`config.mk`:
```
export PLATFORM = sky130hd
export DESIGN_NAME = apb_cmd_master
export DESIGN_NICKNAME = d
export VERILOG_FILES = /design/src/rtl/timer_apb_pkg.sv /design/src/rtl/apb_rsp_buf.sv /design/src/rtl/apb_cmd_master.sv
export SDC_FILE = /design/constraint.sdc
export NUM_CORES = 1
export LEC_CHECK = 0
export ABC_CLOCK_PERIOD_IN_PS = 2700
export CAP_MARGIN = 30
export CORE_MARGIN = 2
export CORE_UTILIZATION = 46
export CTS_BUF_LIST = sky130_fd_sc_hd__clkbuf_8
export DETAILED_ROUTE_END_ITERATION = 10
export PLACE_DENSITY = 0.89
export SYNTH_ARGS = -nofsm -noshare
export SYNTH_HDL_FRONTEND = slang
export SYNTH_SLANG_ARGS = --single-unit
```
`constraint.sdc`:
```
create_clock -name sys_clk -period 2.7 [get_ports sys_clk]
set_clock_uncertainty 0.05 [all_clocks]
set_input_delay 0.54 -clock sys_clk [delete_from_list [all_inputs] [get_ports sys_clk]]
set_output_delay 0.54 -clock sys_clk [all_outputs]
set_load 0.02 [all_outputs]
```
`src/rtl/timer_apb_pkg.sv`:
```
// Shared definitions for the timer APB requester: FSM encoding, default
// bus widths and the timer register map.
package timer_apb_pkg;

  // APB master FSM encoding
  typedef enum logic [1:0] {
    IDLE   = 2'd0,
    SETUP  = 2'd1,
    ACCESS = 2'd2
  } apb_state_e;

  // Default bus widths (12-bit timer register space, 32-bit data)
  localparam int DEFAULT_ADDR_W = 12;
  localparam int DEFAULT_DATA_W = 32;

  // Timer register map
  localparam logic [11:0] TCR_ADDR   = 12'h000;
  localparam logic [11:0] TDR0_ADDR  = 12'h004;
  localparam logic [11:0] TDR1_ADDR  = 12'h008;
  localparam logic [11:0] TCMP0_ADDR = 12'h00C;
  localparam logic [11:0] TCMP1_ADDR = 12'h010;
  localparam logic [11:0] TIER_ADDR  = 12'h014;
  localparam logic [11:0] TISR_ADDR  = 12'h018;
  localparam logic [11:0] THCSR_ADDR = 12'h01C;

endpackage

```
`src/rtl/apb_rsp_buf.sv`:
```
// Single-entry response register with a valid/ready output handshake.
// A load always wins; otherwise the entry clears when the consumer takes it.
module apb_rsp_buf
  import timer_apb_pkg::*;
#(
  parameter int DATA_W = DEFAULT_DATA_W
) (
  input  logic              clk,
  input  logic              rst_n,
  input  logic              load,
  input  logic [DATA_W-1:0] load_rdata,
  input  logic              load_err,
  input  logic              load_timeout,
  output logic              rsp_valid,
  input  logic              rsp_ready,
  output logic [DATA_W-1:0] rsp_rdata,
  output logic              rsp_err,
  output logic              rsp_timeout
);

  logic              valid_r;
  logic [DATA_W-1:0] rdata_r;
  logic              err_r;
  logic              timeout_r;

  // Fill on load, clear on a completed handshake, hold otherwise
  always_ff @(posedge clk or negedge rst_n) begin
    if (!rst_n) begin
      valid_r   <= 1'b0;
      rdata_r   <= {DATA_W{1'b0}};
      err_r     <= 1'b0;
      timeout_r <= 1'b0;
    end else if (load) begin
      valid_r   <= 1'b1;
      rdata_r   <= load_rdata;
      err_r     <= load_err;
      timeout_r <= load_timeout;
    end else if (valid_r && rsp_ready) begin
      valid_r   <= 1'b0;
      rdata_r   <= {DATA_W{1'b0}};
      err_r     <= 1'b0;
      timeout_r <= 1'b0;
    end else begin
      valid_r   <= valid_r;
      rdata_r   <= rdata_r;
      err_r     <= err_r;
      timeout_r <= timeout_r;
    end
  end

  assign rsp_valid   = valid_r;
  assign rsp_rdata   = rdata_r;
  assign rsp_err     = err_r;
  assign rsp_timeout = timeout_r;

endmodule

```
`src/rtl/apb_cmd_master.sv`:
```
// APB4 initiator: converts a valid/ready command stream into one APB
// transfer at a time, with a PREADY timeout and a one-entry response buffer.
module apb_cmd_master
  import timer_apb_pkg::*;
#(
  parameter int ADDR_W         = DEFAULT_ADDR_W,
  parameter int DATA_W         = DEFAULT_DATA_W,
  parameter int TIMEOUT_CYCLES = 16,
  parameter int TO_CNT_W       = 8
) (
  input  logic                sys_clk,
  input  logic                sys_rst_n,
  input  logic                cmd_valid,
  output logic                cmd_ready,
  input  logic                cmd_write,
  input  logic [ADDR_W-1:0]   cmd_addr,
  input  logic [DATA_W-1:0]   cmd_wdata,
  input  logic [DATA_W/8-1:0] cmd_strb,
  output logic                rsp_valid,
  input  logic                rsp_ready,
  output logic [DATA_W-1:0]   rsp_rdata,
  output logic                rsp_err,
  output logic                rsp_timeout,
  output logic                apb_psel,
  output logic                apb_penable,
  output logic                apb_pwrite,
  output logic [ADDR_W-1:0]   apb_paddr,
  output logic [DATA_W-1:0]   apb_pwdata,
  output logic [DATA_W/8-1:0] apb_pstrb,
  input  logic [DATA_W-1:0]   apb_prdata,
  input  logic                apb_pready,
  input  logic                apb_pslverr
);

  localparam int STRB_W = DATA_W / 8;
  localparam bit TO_EN  = (TIMEOUT_CYCLES != 0);
  // Counter value seen on the last ACCESS cycle allowed before abort
  localparam logic [TO_CNT_W-1:0] TO_LAST = TO_CNT_W'(TIMEOUT_CYCLES - 1);

  apb_state_e          state_r, next_state_s;
  logic                psel_r, psel_s;
  logic                penable_r, penable_s;
  logic [TO_CNT_W-1:0] to_cnt_r, to_cnt_s;
  logic                pwrite_r;
  logic [ADDR_W-1:0]   paddr_r;
  logic [DATA_W-1:0]   pwdata_r;
  logic [STRB_W-1:0]   pstrb_r;
  logic                accept_s;
  logic                load_s;
  logic [DATA_W-1:0]   load_rdata_s;
  logic                load_err_s;
  logic                load_timeout_s;

  // A new command may start only from IDLE with no undrained response
  assign cmd_ready = (state_r == IDLE) && (!rsp_valid || rsp_ready);
  assign accept_s  = cmd_valid && cmd_ready;

  // Next-state, next APB control values and response load
  always_comb begin
    next_state_s   = state_r;
    psel_s         = psel_r;
    penable_s      = penable_r;
    to_cnt_s       = to_cnt_r;
    load_s         = 1'b0;
    load_rdata_s   = {DATA_W{1'b0}};
    load_err_s     = 1'b0;
    load_timeout_s = 1'b0;
    case (state_r)
      IDLE: begin
        if (accept_s) begin
          next_state_s = SETUP;
          psel_s       = 1'b1;
          penable_s    = 1'b0;
        end else begin
          psel_s    = 1'b0;
          penable_s = 1'b0;
        end
      end
      SETUP: begin
        next_state_s = ACCESS;
        penable_s    = 1'b1;
        to_cnt_s     = {TO_CNT_W{1'b0}};
      end
      ACCESS: begin
        if (apb_pready) begin
          // Completion has priority over a coincident timeout
          next_state_s = IDLE;
          psel_s       = 1'b0;
          penable_s    = 1'b0;
          load_s       = 1'b1;
          load_err_s   = apb_pslverr;
          if (pwrite_r) begin
            load_rdata_s = {DATA_W{1'b0}};
          end else begin
            load_rdata_s = apb_prdata;
          end
        end else if (TO_EN && (to_cnt_r == TO_LAST)) begin
          next_state_s   = IDLE;
          psel_s         = 1'b0;
          penable_s      = 1'b0;
          load_s         = 1'b1;
          load_err_s     = 1'b1;
          load_timeout_s = 1'b1;
        end else begin
          to_cnt_s = to_cnt_r + TO_CNT_W'(1);
        end
      end
      default: begin
        next_state_s = IDLE;
        psel_s       = 1'b0;
        penable_s    = 1'b0;
      end
    endcase
  end

  // FSM state, APB control and timeout counter registers
  always_ff @(posedge sys_clk or negedge sys_rst_n) begin
    if (!sys_rst_n) begin
      state_r   <= IDLE;
      psel_r    <= 1'b0;
      penable_r <= 1'b0;
      to_cnt_r  <= {TO_CNT_W{1'b0}};
    end else begin
      state_r   <= next_state_s;
      psel_r    <= psel_s;
      penable_r <= penable_s;
      to_cnt_r  <= to_cnt_s;
    end
  end

  // APB address/data path: captured only on command acceptance, then held
  always_ff @(posedge sys_clk or negedge sys_rst_n) begin
    if (!sys_rst_n) begin
      pwrite_r <= 1'b0;
      paddr_r  <= {ADDR_W{1'b0}};
      pwdata_r <= {DATA_W{1'b0}};
      pstrb_r  <= {STRB_W{1'b0}};
    end else if (accept_s) begin
      pwrite_r <= cmd_write;
      paddr_r  <= cmd_addr;
      pwdata_r <= cmd_wdata;
      pstrb_r  <= cmd_write ? cmd_strb : {STRB_W{1'b0}};
    end else begin
      pwrite_r <= pwrite_r;
      paddr_r  <= paddr_r;
      pwdata_r <= pwdata_r;
      pstrb_r  <= pstrb_r;
    end
  end

  assign apb_psel    = psel_r;
  assign apb_penable = penable_r;
  assign apb_pwrite  = pwrite_r;
  assign apb_paddr   = paddr_r;
  assign apb_pwdata  = pwdata_r;
  assign apb_pstrb   = pstrb_r;

  apb_rsp_buf #(
    .DATA_W (DATA_W)
  ) u_rsp_buf (
    .clk          (sys_clk),
    .rst_n        (sys_rst_n),
    .load         (load_s),
    .load_rdata   (load_rdata_s),
    .load_err     (load_err_s),
    .load_timeout (load_timeout_s),
    .rsp_valid    (rsp_valid),
    .rsp_ready    (rsp_ready),
    .rsp_rdata    (rsp_rdata),
    .rsp_err      (rsp_err),
    .rsp_timeout  (rsp_timeout)
  );

endmodule

```
==> results.ini <==
[status]
status=finished clean

[worst_setup_path]
cp_cell_sequence=clkdlybuf4s50_1 -> nand2b_1 -> and2_1 -> clkdlybuf4s50_1
worst_path_most_repeated_cell=clkdlybuf4s50_1
required_ns=2.11
critPathMaxStageDelay_ns=0.59
cp_max_fo=3
cp-start-kind=input pin
worst_path_max_delay_cell=clkdlybuf4s50_1
rr_worst_depth=4
path_class=input pin to output port
cp-end-kind=output port
worstPathArrival_ns=1.93

[floorplan]
die-area_um2=8780
core.rowCount=32
ios=174
coreArea_um2=7770
die_w_um=93.7
start_util_pct=47.6
die_h_um=93.7

[logic_synthesis]
synth_cell_type_count=37
synth_nets=432
synth_edf_count=0
avgSynthCellArea_um2=10.8
synth_cells=344
syn_area_um2=3700
yosys_warnings=0
postSynth.asyncResetShare_pct=100
synth-seq-area-share_pct=64.9
synth_ff_type=dfrtp_1
ys_seq_elements=96

[global_route]
grt_max_degree=56
grt_overflow_total=0
grt_pass1_vias=3174
globalRouteTotalUtil_pct=22.9
antenna_found_initial=0
grt_pass1_wl_mm=15.6

[routing]
drc=0
drtIter0Drc=168
via_per_inst=5.00
vias=3103
wl_per_cell_um=15.6
wirelength_mm=9.72
dr.pass1.iters=4
drtAntennaViolNets=0

[sta]
max_freq_mhz=397
rsz0062_at_grt=false
finalSetupTns_ns=0
setup_viol=0
drv_slew=0
hold_violations=0
period_needed_ns=2.52
finalCritPeriodShare_pct=93.2
hold_slack_ns=0.106
tightestPinTransition_ns=0.537
max_slew_margin_pct=64.2

[flow_run]
cap_violations=0

[cts]
hold_buffers=0
clock_latency_ns=0.35
ctsRootBufferMaster=clkbuf_8
cts.path.max_buffers=2
cts_tree=done
numClockSinks=96
cts_setup_buffers=0
numCtsBuffers=9
htree_levels=3
cts_resized=0
clkTransAtPathRegs_ns=0.09

[final_layout]
regArea_um2=2400
n_fill_cell=559
finalNetCount=603
areaGrowthSynthToFinish_pct=56.1
antennaDiodeCount=0
drive_above_1_share_pct=5.59
multi_input_area_um2=1200

[placement]
gp_congestion=0.797
dp_hpwl_mm=7.04
numPortBuffers=173

[pwr]
power.density_nw_per_um2=1110
p_leak_nw=2.73
peakVddDrop_v=0.000631

[hold_path]
hold_class=input pin to asynchronous set/reset pin

## cells in the mapped netlist, types with 2 or more instances
cell type	number	share of area, %
nand2_1	146	15
dfrtp_1	96	65
a22o_1	33	7.8
nand3_1	10	1.4
clkbuf_1	7	0.71
buf_2	5	0.68
buf_1	3	0.30
buf_6	3	0.91
nand2b_1	3	0.51
o211ai_1	3	0.61
o31ai_1	3	0.61
and2_1	2	0.34
and3_1	2	0.34
inv_1	2	0.20
nor2_1	2	0.20
nor3b_1	2	0.41
o21ai_0	2	0.27
## final cells by class
class,count,area share [%]
well taps,102,2.21
multi-input cells,227,20.8
clock inverters,5,1.82
flip-flops and latches,96,41.6
clock buffers,10,2.38
repair buffers,178,31.0
inverters,3,0.195
## critical path, delay by kind of cell
family | cells | cell delay, ns
buffers and inverters | 2 | 1.07
AND/OR/NAND/NOR | 2 | 0.31
## sequential cells by signal, summed over array words and instances, names as in the netlist, 2 cells and up
name	count
apb_pwdata	32
u_rsp_buf.rsp_rdata	32
apb_paddr	12
to_cnt_r	8
apb_pstrb	4
state_r	2
## metrics by stage
stage	std cells	area [µm²]	utilization (%)	worst slack [ns]	total power (W)
2_1_floorplan	344	3700	-	0.988	0.00385
3_3_place_gp	606	5530	71.2	0.228	0.00525
3_5_place_dp	606	5530	71.2	0.198	0.00537
4_1_cts	621	5780	74.4	0.189	0.00649
5_1_grt	621	5780	74.4	0.150	0.00682
6_report	621	5780	74.4	0.183	0.00643
## metal layers
metal | part of all wire (%) | vias to the layer above | GRT usage [%] | wire, µm
met5 | 0 | - | 0 | 0
met4 | 2.2 | 0 | 8.45 | 213
met3 | 8.3 | 16 | 6.18 | 808
met2 | 48 | 128 | 37.4 | 4660
met1 | 41 | 1469 | 29.3 | 4030
li1 | - | 1490 | - | -
## power by group
group	total (W)	internal [W]	switching, W	leakage [nW]
clock	0.00112	0.000636	0.000485	0.115
sequential	0.00231	0.00199	0.000319	1.24
combinational	0.00300	0.00140	0.00160	1.38
total	0.00643	0.00403	0.00240	2.73
## final timing paths
| check | start | to | slack, ns |
|---|---|---|---|
| max | rsp_ready | cmd_ready | 0.18 |
| min | sys_rst_n | apb_paddr[7]$_DFFE_PN0P_ | 0.11 |
| max reg2reg | to_cnt_r[4]$_DFFE_PN0P_ | to_cnt_r[7]$_DFFE_PN0P_ | 0.67 |
| min reg2reg | apb_pwdata[1]$_DFFE_PN0P_ | apb_pwdata[1]$_DFFE_PN0P_ | 0.43 |
| max in group asynchronous | sys_rst_n | u_rsp_buf.rsp_rdata[10]$_DFFE_PN0P_ | 1.83 |
| min in group sys_clk | apb_pwdata[1]$_DFFE_PN0P_ | apb_pwdata[1]$_DFFE_PN0P_ | 0.43 |
## cells in the final DEF, fill, tap and decap left out, types with 3 or more instances in the layout
master	n
a22o_1	33
buf_4	4
bufinv_16	3
clkbuf_8	10
clkdlybuf4s50_1	172
dfrtp_1	96
nand2_1	146
nand2b_1	3
nand3_1	9
o211ai_1	3
o31ai_1	3
## cells by family after synthesis
group / count (synthesis) / synth area share (%)
and+or+nand+nor: 173 / 19.4
DFF: 96 / 64.9
AOI/OAI and AO/OA: 51 / 11.9
buffers and inverters: 21 / 2.91
xor gates and xnor gates: 1 / 0.237
muxes: 1 / 0.304
adders and majority gates: 1 / 0.338
(Power assumes the default switching activity.)
